## config.mk

```make
export PLATFORM = sky130hd
export DESIGN_NAME = control_unit
export DESIGN_NICKNAME = d
export VERILOG_FILES = /design/src/rtl/cpu_pkg.sv /design/src/rtl/control_unit.sv
export SDC_FILE = /design/constraint.sdc
export NUM_CORES = 1
export LEC_CHECK = 0
export CAP_MARGIN = 0
export CORE_ASPECT_RATIO = 1.4
export CORE_MARGIN = 10
export CORE_UTILIZATION = 30
export DETAILED_ROUTE_END_ITERATION = 7
export GPL_TIMING_DRIVEN = 0
export PLACE_DENSITY = 0.75
export SYNTH_ARGS = -nofsm -noshare
export SYNTH_HDL_FRONTEND = slang
export SYNTH_SLANG_ARGS = --single-unit
```

## constraint.sdc

```tcl
create_clock -name clk -period 3.3 [get_ports clk]
set_input_delay 0.825 -clock clk [delete_from_list [all_inputs] [get_ports clk]]
set_output_delay 0.825 -clock clk [all_outputs]
set_load 0.01 [all_outputs]
```

## src/rtl/cpu_pkg.sv

```systemverilog
// Shared definitions for the multi-cycle CPU: opcodes, sequencer states and
// instruction field positions.
package cpu_pkg;

  localparam logic [3:0] OP_ALU_MAX = 4'h9;
  localparam logic [3:0] OP_LOAD    = 4'hA;
  localparam logic [3:0] OP_STORE   = 4'hB;
  localparam logic [3:0] OP_JMP     = 4'hC;
  localparam logic [3:0] OP_BZ      = 4'hD;
  localparam logic [3:0] OP_JR      = 4'hE;
  localparam logic [3:0] OP_HALT    = 4'hF;

  typedef enum logic [2:0] {
    ST_FETCH  = 3'd0,
    ST_DECODE = 3'd1,
    ST_EXEC   = 3'd2,
    ST_MEM    = 3'd3,
    ST_HALT   = 3'd4
  } state_t;

  localparam int OP_HI  = 15;
  localparam int OP_LO  = 12;
  localparam int RD_HI  = 11;
  localparam int RD_LO  = 9;
  localparam int RS1_HI = 8;
  localparam int RS1_LO = 6;
  localparam int RS2_HI = 5;
  localparam int RS2_LO = 3;

  function automatic logic is_alu_op(input logic [3:0] op);
    return op <= OP_ALU_MAX;
  endfunction

endpackage

```

## src/rtl/control_unit.sv

```systemverilog
// Fetch/decode/execute sequencer driving the executee datapath and the shared
// 16-bit memory port. Outputs are Moore-decoded except the mem_ready strobes.
module control_unit
  import cpu_pkg::*;
#(
  parameter logic [3:0] PASS_A_OP = 4'h0,
  parameter logic [3:0] PASS_B_OP = 4'h1
) (
  input  logic        clk,
  input  logic        rst,
  input  logic [15:0] irout,
  input  logic        C,
  input  logic        N,
  input  logic        Z,
  input  logic        mem_ready,
  output logic        en,
  output logic        sel,
  output logic        pc_sel,
  output logic        pc_load,
  output logic        pc_inc,
  output logic        ir_load,
  output logic        add_sel,
  output logic [2:0]  write_add,
  output logic [2:0]  fir_add,
  output logic [2:0]  sec_add,
  output logic [3:0]  opcode,
  output logic        mem_req,
  output logic        mem_we,
  output logic        halted,
  output logic [2:0]  flags
);

  state_t     state_q, state_d;
  logic [2:0] flags_q;

  logic [3:0] op;
  logic [2:0] rd, rs1, rs2;
  logic       unused_ir;

  assign op  = irout[OP_HI:OP_LO];
  assign rd  = irout[RD_HI:RD_LO];
  assign rs1 = irout[RS1_HI:RS1_LO];
  assign rs2 = irout[RS2_HI:RS2_LO];
  // Low bits only matter to the datapath's branch-offset sign extension.
  assign unused_ir = ^irout[2:0];

  always_ff @(posedge clk) begin
    if (rst) begin
      state_q <= ST_FETCH;
      flags_q <= 3'b000;
    end else begin
      state_q <= state_d;
      if (state_q == ST_EXEC && is_alu_op(op))
        flags_q <= {C, N, Z};
    end
  end

  always_comb begin
    state_d = state_q;
    case (state_q)
      ST_FETCH:  if (mem_ready) state_d = ST_DECODE;
      ST_DECODE: begin
        if (op == OP_LOAD || op == OP_STORE) state_d = ST_MEM;
        else if (op == OP_HALT)              state_d = ST_HALT;
        else                                 state_d = ST_EXEC;
      end
      ST_EXEC:   state_d = ST_FETCH;
      ST_MEM:    if (mem_ready) state_d = ST_FETCH;
      ST_HALT:   state_d = ST_HALT;
      default:   state_d = ST_FETCH;
    endcase
  end

  always_comb begin
    en        = 1'b0;
    sel       = 1'b0;
    pc_sel    = 1'b0;
    pc_load   = 1'b0;
    pc_inc    = 1'b0;
    ir_load   = 1'b0;
    add_sel   = 1'b0;
    write_add = 3'd0;
    fir_add   = 3'd0;
    sec_add   = 3'd0;
    opcode    = 4'd0;
    mem_req   = 1'b0;
    mem_we    = 1'b0;
    halted    = 1'b0;
    if (!rst) begin
      case (state_q)
        ST_FETCH: begin
          mem_req = 1'b1;
          if (mem_ready) begin
            ir_load = 1'b1;
            pc_inc  = 1'b1;
          end
        end
        ST_EXEC: begin
          if (is_alu_op(op)) begin
            en        = 1'b1;
            write_add = rd;
            fir_add   = rs1;
            sec_add   = rs2;
            opcode    = op;
          end else begin
            case (op)
              OP_JMP: pc_load = 1'b1;
              OP_BZ:  pc_load = flags_q[0];
              OP_JR: begin
                fir_add = rs1;
                opcode  = PASS_A_OP;
                pc_sel  = 1'b1;
                pc_load = 1'b1;
              end
              default: ;
            endcase
          end
        end
        ST_MEM: begin
          add_sel = 1'b1;
          fir_add = rs1;
          mem_req = 1'b1;
          if (op == OP_STORE) begin
            mem_we  = 1'b1;
            sec_add = rs2;
            opcode  = PASS_B_OP;
          end else if (mem_ready) begin
            en        = 1'b1;
            sel       = 1'b1;
            write_add = rd;
          end
        end
        ST_HALT: halted = 1'b1;
        default: ;
      endcase
    end
  end

  assign flags = rst ? 3'b000 : flags_q;

endmodule

```

==> flow_summary.ini <==
[sta]
relSlewSlack_pct = 75.74
min_period_over_period_pct = 98.31
setup_viol = 0
finalHoldViolCount = 0
setup_slack_ns = 0.05562
slew_violations = 0
fmax_mhz = 308.2
fin_tns_setup_ns = 0
tightestPinTransition_ns = 0.3589
fin_skew_ns = 0.005305
min_period_ns = 3.244
rsz0062_at_grt = no

[logic_synthesis]
syn_area_per_cell_um2 = 7.799
yosysSeqAreaShare_pct = 21.10
synth_top_area_cell = dfxtp_1
ys_warn_count = 0
synthTopCellsByArea = dfxtp_1, nor2b_1, and2_1
synth_edf_count = 0
synth_top_area_share_pct = 21.10
ys_ff_latch = 6
synth_area_um2 = 569.3
synth-main-ff-cell = dfxtp_1
synth_cells = 73
ys_types = 35
syn_nets = 95
synth_async_sr_flop_share_pct = 0

[route]
wl_um = 2063
dr_total_vias = 719
drc = 0
drtAntennaViolNets = 0
wl_per_cell_um = 14.74
drt_iter0_markers = 10
dr.pass1.iters = 3
via_per_inst = 5.136

[power]
ir_worst_vdd_mv = 0.1640
power_density_nw_per_um2 = 207.1
leakage_nw = 0.5380
total_power_w = 0.0002309

[setup_path]
path_buf_inv = 2
cp_top_family = buffers and inverters
crit_chain = dlygate4sd2_1 > or3b_4 > a31oi_4 > and2_1 > clkdlybuf4s50_1
cp.depth = 5
arrival_ns = 2.42
crit_path_end_kind = primary output
worst_ep_required_time_ns = 2.47
r2r-end = flags_q[2]
worstRegToRegCells = 3
worstReg2RegStart = state_q[2]
worstSetupStartpointType = input port
cp-endpoint = fir_add[0]
rrSetupSlack_ns = 2.06
worstPathMaxFanout = 5
worst-setup-path-type = in2out
cpPeakStageDelay_ns = 0.54
crit_slowest_cell = clkdlybuf4s50_1
crit_start = rst

[clocking]
clock_path_buffers = 2
clockRootBuffer = clkbuf_4
h-tree-depth = 1
ctsHoldBuffers = 0
cts_buffers = 3
clk_pin_slew_worst_paths_ns = 0.05
worstSkewPairLatency_ns = 0.24
postCtsSetupBuffers = 0
cts_sinks = 6
cts_tree = yes

[place]
dp_slack_ns = -0.2215
place_area_um2 = 1035
port_buffers = 44
hpwl_um = 1711
place.gp.congestion = 0.7833

[die]
rows = 18
fp.dieH_um = 71.54
die_w_um = 56.82
core-area_um2 = 1779
start_util_pct = 32.00
dieArea_um2 = 4065
ios = 48

[grt]
grt_pass1_wl_um = 3450
grt_util_all_layers_pct = 10.15
grtUsageMet1_pct = 9.771
antenna_found_initial = 0
use_met3_pct = 4.409
grt_pass1_vias = 771
globalRouteOverflowTotal = 0
grt_busiest_layer = met2
grt_max_degree = 11
grt_use_met2_pct = 18.09

[cells_and_area]
design_area_um2 = 1115
area_growth_pct = 95.82
diodes = 0
seqCellArea_um2 = 120.1
multi_input_area_um2 = 462.9
drive_gt1_share_pct = 15.83
final_util_pct = 62.66
fillers = 173
finalNetCount = 144

[min_path]
hp-class = reg2reg

[outcome]
outcome = finished, final reports clean

[run]
maxCapViolCount = 0
## power by group
group	switching, W	internal (W)	total [W]
sequential	0.00000300	0.0000759	0.0000789
combinational	0.0000385	0.0000464	0.0000849
clock	0.0000260	0.0000411	0.0000671
total	0.0000674	0.000163	0.000231
## worst min-delay path, stage by stage, from the launching register on
cell and delay, ns:
dfxtp_1 0.31, buf_6 0.14, inv_1 0.05, a31oi_1 0.06
## stage by stage
step / instances / hold WS (ns)
global placement: 137 / 0.5900
floorplan: 73 / 0.5590
finish: 140 / 0.6017
CTS: 140 / 0.6007
detailed placement: 137 / 0.5881
global route: 140 / 0.6375
## per-layer routing
metal | share of wire [%] | routed length (µm)
met2 | 52 | 1083
met3 | 8.0 | 166
met1 | 39 | 798
met4 | 0.68 | 14
met5 | 0 | 0
## layout make-up
class | instances | area share, %
Inverter | 1 | 0.3367
Sequential cell | 6 | 10.77
Tap cell | 20 | 2.245
Buffer | 4 | 2.581
Timing Repair Buffer | 44 | 40.52
Clock buffer | 3 | 2.020
Multi-Input combinational cell | 62 | 41.53
## flip-flops by register name, indices dropped and copies added (netlist names)
name,cells
flags_q,3
state_q,3
## what timing repair did
action	CTS	global route
pin swaps	0	0
endpoints found under the setup margin	20	8
resized for setup	11	9
cloned	0	0
## cell usage after synthesis, types with 2 or more instances
library cell and instances:
and3_1 5, nor3b_1 2, buf_2 2, nand3_1 2, nor2b_1 8, o21ai_1 2
nand3b_1 2, nor3_1 3, dfxtp_1 6, nor2_1 6, and2_1 5, mux2_2 2
nand2_1 6
## logic make-up (layout without fill, tap and decap cells)
group                     after synthesis  count (layout)  share of synthesized area [%]
and+or+nand+nor                        48              48                          52.31
AOI/OAI and AO/OA                      10              10                          13.41
DFF                                     6               6                          21.10
buffers and inverters                   5              52                          5.714
muxes                                   3               3                          5.934
xor gates and xnor gates                1               1                          1.539
## worst min-delay path by stage
stage / from / to / slack, ns / cells after the start
after global placement: state_q[1] / state_q[0] / 0.59 / 3
after global routing: state_q[1] / state_q[0] / 0.64 / 3
after detailed placement: state_q[0] / state_q[2] / 0.59 / 2
final: state_q[1] / state_q[0] / 0.60 / 3
after floorplan: state_q[0] / state_q[2] / 0.56 / 2
after CTS: state_q[1] / state_q[0] / 0.60 / 3
## layout by cell type, fill, tap and decap left out, types with 2 or more instances in the layout
cell type,netlist,final
nor2b_1,8,7
clkdlybuf4s50_1,0,32
dlygate4sd2_1,0,5
and2_1,5,5
clkbuf_4,0,3
nand2_1,6,6
and3_1,5,5
nor2_1,6,6
dfxtp_1,6,6
nor3b_1,2,2
buf_2,2,2
nor3_1,3,3
mux2_2,2,2
nand3b_1,2,2
dlymetal6s2s_1,0,7
No activity file was read; power rests on OpenSTA's default activity.
